[config.mk]
export PLATFORM = sky130hd
export DESIGN_NAME = uart_tx_scheduler
export DESIGN_NICKNAME = d
export VERILOG_FILES = /design/src/rtl/uart_tx_scheduler.sv
export SDC_FILE = /design/constraint.sdc
export NUM_CORES = 1
export LEC_CHECK = 0
export ABC_CLOCK_PERIOD_IN_PS = 3000
export CAP_MARGIN = 15
export CORE_MARGIN = 2
export CORE_UTILIZATION = 53
export CTS_BUF_LIST = sky130_fd_sc_hd__clkbuf_8
export DETAILED_ROUTE_END_ITERATION = 10
export PLACE_DENSITY = 0.82
export SYNTH_ARGS = -nofsm -noshare
export SYNTH_HDL_FRONTEND = slang
export SYNTH_SLANG_ARGS = --single-unit
[constraint.sdc]
create_clock -name clk -period 3 [get_ports clk]
set_input_delay 0.45 -clock clk [delete_from_list [all_inputs] [get_ports clk]]
set_output_delay 0.45 -clock clk [all_outputs]
set_load 0.005 [all_outputs]
[src/rtl/uart_tx_scheduler.sv]
// Round-robin scheduler sharing one 8N1 UART transmitter between NREQ byte requesters.
// Optional even-parity bit between data and stop: define UART_TX_PARITY_EN.
module uart_tx_scheduler #(
  parameter int NREQ  = 4,
  parameter int IDX_W = 2
) (
  input  logic              clk,
  input  logic              reset_n,
  input  logic [9:0]        baudselect,
  input  logic [NREQ-1:0]   req,
  input  logic [8*NREQ-1:0] data,
  output logic [NREQ-1:0]   gnt,
  output logic              txd,
  output logic              busy,
  output logic [IDX_W-1:0]  owner
);

  typedef enum logic [2:0] {
    S_IDLE,
    S_START,
    S_DATA,
    S_STOP
`ifdef UART_TX_PARITY_EN
    , S_PARITY
`endif
  } state_t;

  state_t            state_q;
  logic [IDX_W-1:0]  ptr_q;
  logic [IDX_W-1:0]  owner_q;
  logic [NREQ-1:0]   gnt_q;
  logic [7:0]        shift_q;
  logic [2:0]        bit_idx_q;
  logic [9:0]        cnt_q;
  logic [9:0]        div_q;
  logic              txd_q;
  logic              busy_q;
`ifdef UART_TX_PARITY_EN
  logic              parity_q;
`endif

  logic [IDX_W-1:0]  win_d;
  logic              win_vld_d;
  logic [IDX_W-1:0]  ptr_d;
  logic              bit_done;

  // Search downward from the farthest offset so the nearest set req at/after ptr wins.
  always_comb begin
    int idx;
    // NOTE: every always_comb output gets a default first, so no path can infer a latch.
    win_d     = '0;
    win_vld_d = 1'b0;
    idx       = 0;
    for (int i = NREQ - 1; i >= 0; i--) begin
      idx = int'(ptr_q) + i;
      if (idx >= NREQ) idx = idx - NREQ;
      if (req[idx]) begin
        win_d     = IDX_W'(idx);
        win_vld_d = 1'b1;
      end
    end
  end

  assign ptr_d    = (win_d == IDX_W'(NREQ - 1)) ? '0 : win_d + 1'b1;
  assign bit_done = (cnt_q == '0);

  always_ff @(posedge clk or negedge reset_n) begin
    if (!reset_n) begin
      state_q   <= S_IDLE;
      ptr_q     <= '0;
      owner_q   <= '0;
      gnt_q     <= '0;
      shift_q   <= '0;
      bit_idx_q <= '0;
      cnt_q     <= '0;
      div_q     <= '0;
      txd_q     <= 1'b1;
      busy_q    <= 1'b0;
`ifdef UART_TX_PARITY_EN
      parity_q  <= 1'b0;
`endif
    end else begin
      // NOTE: sequential state uses non-blocking assignment so every register sees pre-edge values.
      gnt_q <= '0;
      if (state_q != S_IDLE) cnt_q <= bit_done ? div_q : cnt_q - 1'b1;
      case (state_q)
        S_IDLE: begin
          txd_q  <= 1'b1;
          busy_q <= 1'b0;
          if (win_vld_d) begin
            gnt_q    <= {{(NREQ-1){1'b0}}, 1'b1} << win_d;
            shift_q  <= data[{win_d, 3'b000} +: 8];
            owner_q  <= win_d;
            div_q    <= baudselect;
            cnt_q    <= baudselect;
            txd_q    <= 1'b0;
            busy_q   <= 1'b1;
            ptr_q    <= ptr_d;
            state_q  <= S_START;
`ifdef UART_TX_PARITY_EN
            parity_q <= ^data[{win_d, 3'b000} +: 8];
`endif
          end
        end
        S_START: if (bit_done) begin
          txd_q     <= shift_q[0];
          bit_idx_q <= '0;
          state_q   <= S_DATA;
        end
        S_DATA: if (bit_done) begin
          if (bit_idx_q == 3'd7) begin
`ifdef UART_TX_PARITY_EN
            txd_q   <= parity_q;
            state_q <= S_PARITY;
`else
            txd_q   <= 1'b1;
            state_q <= S_STOP;
`endif
          end else begin
            bit_idx_q <= bit_idx_q + 1'b1;
            shift_q   <= shift_q >> 1;
            txd_q     <= shift_q[1];
          end
        end
`ifdef UART_TX_PARITY_EN
        S_PARITY: if (bit_done) begin
          txd_q   <= 1'b1;
          state_q <= S_STOP;
        end
`endif
        S_STOP: if (bit_done) begin
          busy_q  <= 1'b0;
          state_q <= S_IDLE;
        end
        default: state_q <= S_IDLE;
      endcase
    end
  end

  assign gnt   = gnt_q;
  assign txd   = txd_q;
  assign busy  = busy_q;
  assign owner = owner_q;

endmodule

After elaboration in Yosys (flattened, before gate mapping)
Cells that the tools add are included.
- bits of input ports: 48
- word-level logic and storage cells: 106
- flip-flop bits (word level): 44
- equality and inequality tests: 11
- add/subtract/negate cells: 10
- magnitude comparators: 8
- reduce and logical (&&, ||, !) cells: 13
- multiplexer cells: 52
- shift-type cells: 2
- operators by type and width (kind ; count):
    less-than comparator 32 x 4 -> 1 bit (second input constant) ; 4
    2-to-1 mux 32 bit ; 4
    2-to-1 mux 10 bit ; 4
    variable part select 32 x 6 -> 8 bit ; 1
    2-to-1 mux 8 bit ; 3
    2-to-1 mux 3 bit ; 7
    2-to-1 mux 1 bit ; 18
    one-hot mux 8 bit (2 select lines) ; 1
    != test 2 bit (second input constant) ; 6
    one-hot mux 3 bit (4 select lines) ; 1
    subtractor 3 x 3 -> 4 bit (second input constant) ; 3
    logical NOT 10 bit ; 1
    2-to-1 mux 2 bit ; 5
    subtractor 10 x 1 -> 10 bit (second input constant) ; 1
    >= comparator 3 bit (second input constant) ; 3
    binary-select mux 1 bit (select 2 bit) ; 4
    2-to-1 mux 4 bit ; 2
    AND reduction 4 bit ; 2
    adder 2 x 2 -> 3 bit (second input constant) ; 2
    == test 3 x 2 -> 1 bit (second input constant) ; 2
    one-hot mux 3 bit (2 select lines) ; 1
    nonzero test 2 bit ; 3
    nonzero test 3 bit ; 2
    AND reduction 5 bit ; 1
    other kinds (14) ; 15

Logic depth before layout (Yosys ltp)
- depth after elaboration: 13
- gate-level depth with buffers: 10
- gate-level depth less buffers: 7

Worst setup path after synthesis
Ideal clock, no wire load.
- kind: reg2reg
- start point: reg cnt_q[7]
- end point: reg shift_q[0]
- buffers on the path: 1
- setup slack: 893 ps
- arrival: 1983 ps
- clock period less this slack: 2107 ps
- data required time: 2876 ps
- cell stages (with the launch flop): 7
- cell sequence: dfrtp_1 -> nor4_1 -> and4_1 -> and3_1 -> buf_4 -> mux2_2 -> a211o_1
- longest elaborated chain between the ends: 3
- RTL lines (what ; RTL line ; RTL):
    start, declared ; 34 ; logic [9:0] cnt_q;
    start signal, assigned ; 85 ; if (state_q != S_IDLE) cnt_q <= bit_done ? div_q : cnt_q - 1'b1;
    start signal, assigned ; 95 ; cnt_q <= baudselect;
    logical NOT 10 bit ; 65 ; assign bit_done = (cnt_q == '0);
    != test 2 bit (no source line) ; - ;
    AND reduction 4 bit (no source line) ; - ;
    end signal, assigned ; 92 ; shift_q <= data[{win_d, 3'b000} +: 8];
    end signal, assigned ; 121 ; shift_q <= shift_q >> 1;
    end, declared ; 32 ; logic [7:0] shift_q;
Every way passes these cells.
A chain may end at the register's enable or synchronous reset.

Worst setup path in the final report
- start point: reg cnt_q[4]
- end point: reg shift_q[0]
Same word-level chain as after synthesis.

==> metrics <==
outcome=finished, final reports clean; Simple-Gate Fraction of Synth Area=21.71%; DRT Pass-1 Iters=4; unrepaired setup endpoints after global routing=false; setup bufs post-CTS=0; worst rel slew slack=36.28%; Worst Path Max Fanout=7; post-synthesis compound-gate area fraction=16.83%; Global Route Usage Sum=between 20% and 30%; Worst Path Class, Setup=reg2reg; Multi-input gate area=1485 um^2; vias in the first global route=2197; I/O Buffers=between 50 and 60; maximum clock insertion buffer count=2; number of distinct library cells after synthesis=57; TritonCTS Sinks=43; filler cell count=380; Layout area overhead=28.36%; # rows=25; Reg power frac=45.4%; FMAX=392.0 MHz; largest family of logic cells by synthesized area=simple AND/OR/NAND/NOR gates; Adder-Cell Fraction of Synth Area=5.157%; post-route minimum period=~2600 ps; Final Power=1.319 mW; final hold vios=0; DP HPWL=approximately 4800 um; antenna viol nets, final=0; Final Max Tran Viols=0; first-pass GRT wire length=between 10000 and 15000 um; H-tree depth=2; final setup vio count=0; Routability Congestion=0.7929; top-area cell type share of the netlist area=39.38%; Setup TNS Final=0 ps; power density over the cells=roughly 380 nW/um^2; Reg2Reg Depth=5; switching power=0.2994 mW; drt via density=5.637; commonest non-fill, non-tap cell in the layout=clkdlybuf4s50_1; startpoint types=register; Post-Syn Area=2669 um^2; Die X=74.96 um; Synth Instances=277; ANT cells=0; Sw Share=22.71%; worst skew pair latency=300 ps; EDFF count, synth=0; Least-Margin Pin Slew=around 960 ps; initial antenna violation count=0; DIE AREA=5619 um^2; Static Leakage=1.462 nW; P_int=1.019 mW; I/O Pins=56; Root Driver=clkbuf_8; reg2reg end=shift_q[0]; sequential area share after synthesis=40.37%; initial core utilization=between 50% and 60%; required time of the critical path=roughly 3200 ps; worst vdd ir=about 0.00031 V; cts repair resizes=0; Comb pwr share=between 10 and 15%; CTS tree=yes; Post-synth ARST share=100.0%; top cells by area, synth=dfrtp_1, mux2i_1, nand2_1, ha_1, o21ai_0; Worst Hold Class=in2async; largest net degree at the start of global routing=44; DRC viols=0; Syn Nets=336; most frequent cells in the layout=clkdlybuf4s50_1, nand2_1, dfrtp_1; top_reg_cell synth=dfrtp_1; number of max-cap violations=0; CP Capture Type=register; Reg clk slew, reported paths=80 ps; post-synthesis average cell area=approximately 9.6 um^2; Routed WL per cell=between 15 and 20 um; worst clock skew=around 6.4 ps; reg-to-reg startpoint=cnt_q[4]; xor and xnor area share after synthesis=0.9845%; post-synth top area cell=dfrtp_1; Starting DRT DRC Count=144; post-synthesis mux area share=10.97%; Reg2Reg Setup Slack=approximately 450 ps; Die Ht=between 70 and 80 um; drt total wl=6474 um; Register Area=~1100 um^2; core area=4786 um^2; YS warnings=0; clock power share=40.6%; fraction of layout cells with a size suffix above 1=between 10% and 20%; post-synthesis register bit count=between 40 and 50; fin nets=396; CTS Buf Count=5; fin crit share=85.02%; Arr. time, crit path=about 2700 ps; Overflow after GRT=0; DR vias=2283; Hold Buf Count CTS=0
[cell usage after synthesis (all sizes together), types with 2 or more instances]
cell	count
nor3	5
nor3b	6
a21oi	8
a22oi	3
mux2	7
nor2	12
inv	11
o21ai	21
nor2b	3
a211o	4
nand2	47
or2b	2
o2bb2ai	3
clkbuf	5
a221oi	2
ha	11
and3	2
and2	4
or2	9
nor4	5
mux2i	21
dfrtp	42
a211oi	14
xnor2	2
nand3	7
buf	5
or4	2
[power by group through the flow]
| stage | logic, mW | clock network [mW] | registers (mW) |
|---|---|---|---|
| 2_1_floorplan | 0.0938 | 0 | 0.608 |
| 3_3_place_gp | 0.180 | 0 | 0.609 |
| 3_5_place_dp | 0.183 | 0 | 0.610 |
| 4_1_cts | 0.185 | 0.542 | 0.598 |
| 5_1_grt | 0.202 | 0.564 | 0.600 |
| 6_report | 0.184 | 0.536 | 0.598 |
[worst max path at each step]
stage | start | to | depth (start not counted)
2_1_floorplan | cnt_q[7] | shift_q[0] | 6
3_3_place_gp | req[0] | shift_q[0] | 6
3_5_place_dp | req[3] | shift_q[3] | 7
4_1_cts | cnt_q[4] | shift_q[0] | 5
5_1_grt | cnt_q[4] | shift_q[0] | 5
6_report | cnt_q[4] | shift_q[0] | 5
[critical path: stages (launching register included)]
cell,delay (ps)
dfrtp_1,450
nor4_1,570
and4_1,380
and3_1,440
mux2_2,380
a211o_1,220
[through the flow]
stage,utilization (%),worst slack [ps],area (um^2),hold WS (ps),std cells
global placement,68.81,400.7,3293,452.7,397
detailed placement,68.81,332.6,3293,456.5,397
CTS,71.58,470.7,3426,332.9,405
finish,71.58,449.3,3426,289.7,405
global route,71.58,322.4,3426,381.1,405
floorplan,-,893.2,2669,154.4,277
[cell families after synthesis]
kind of cell,count (synthesis)
and+or+nand+nor,108
AOI/OAI and AO/OA,63
DFF,43
muxes,28
buffers and inverters,21
adders and majority gates,11
xor gates and xnor gates,3
[registers in the layout, summed over array words and instances (netlist names)]
name	cells
div_q	10
owner	2
shift_q	8
state_q	2
txd	1
gnt	4
ptr_q	2
busy	1
bit_idx_q	3
cnt_q	10
[routing by layer]
| layer | part of all wire (%) | global-route usage, % | up-vias | wire length [um] |
|---|---|---|---|---|
| li1 | - | - | 1113 | - |
| met1 | 43 | 31.07 | 1099 | 2789 |
| met2 | 51 | 39.38 | 60 | 3315 |
| met3 | 4.2 | 4.819 | 11 | 271 |
| met4 | 1.5 | 9.722 | 0 | 97 |
| met5 | 0 | 0 | - | 0 |
[layout make-up]
class	instances	area share, %
well taps	67	2.447
multi-input cells	213	43.35
inverters	11	1.205
repair buffers	63	17.68
clock inverters	3	1.863
clock buffers	5	2.009
flip-flops and latches	43	31.45
No activity file was read; power rests on OpenSTA's default activity.
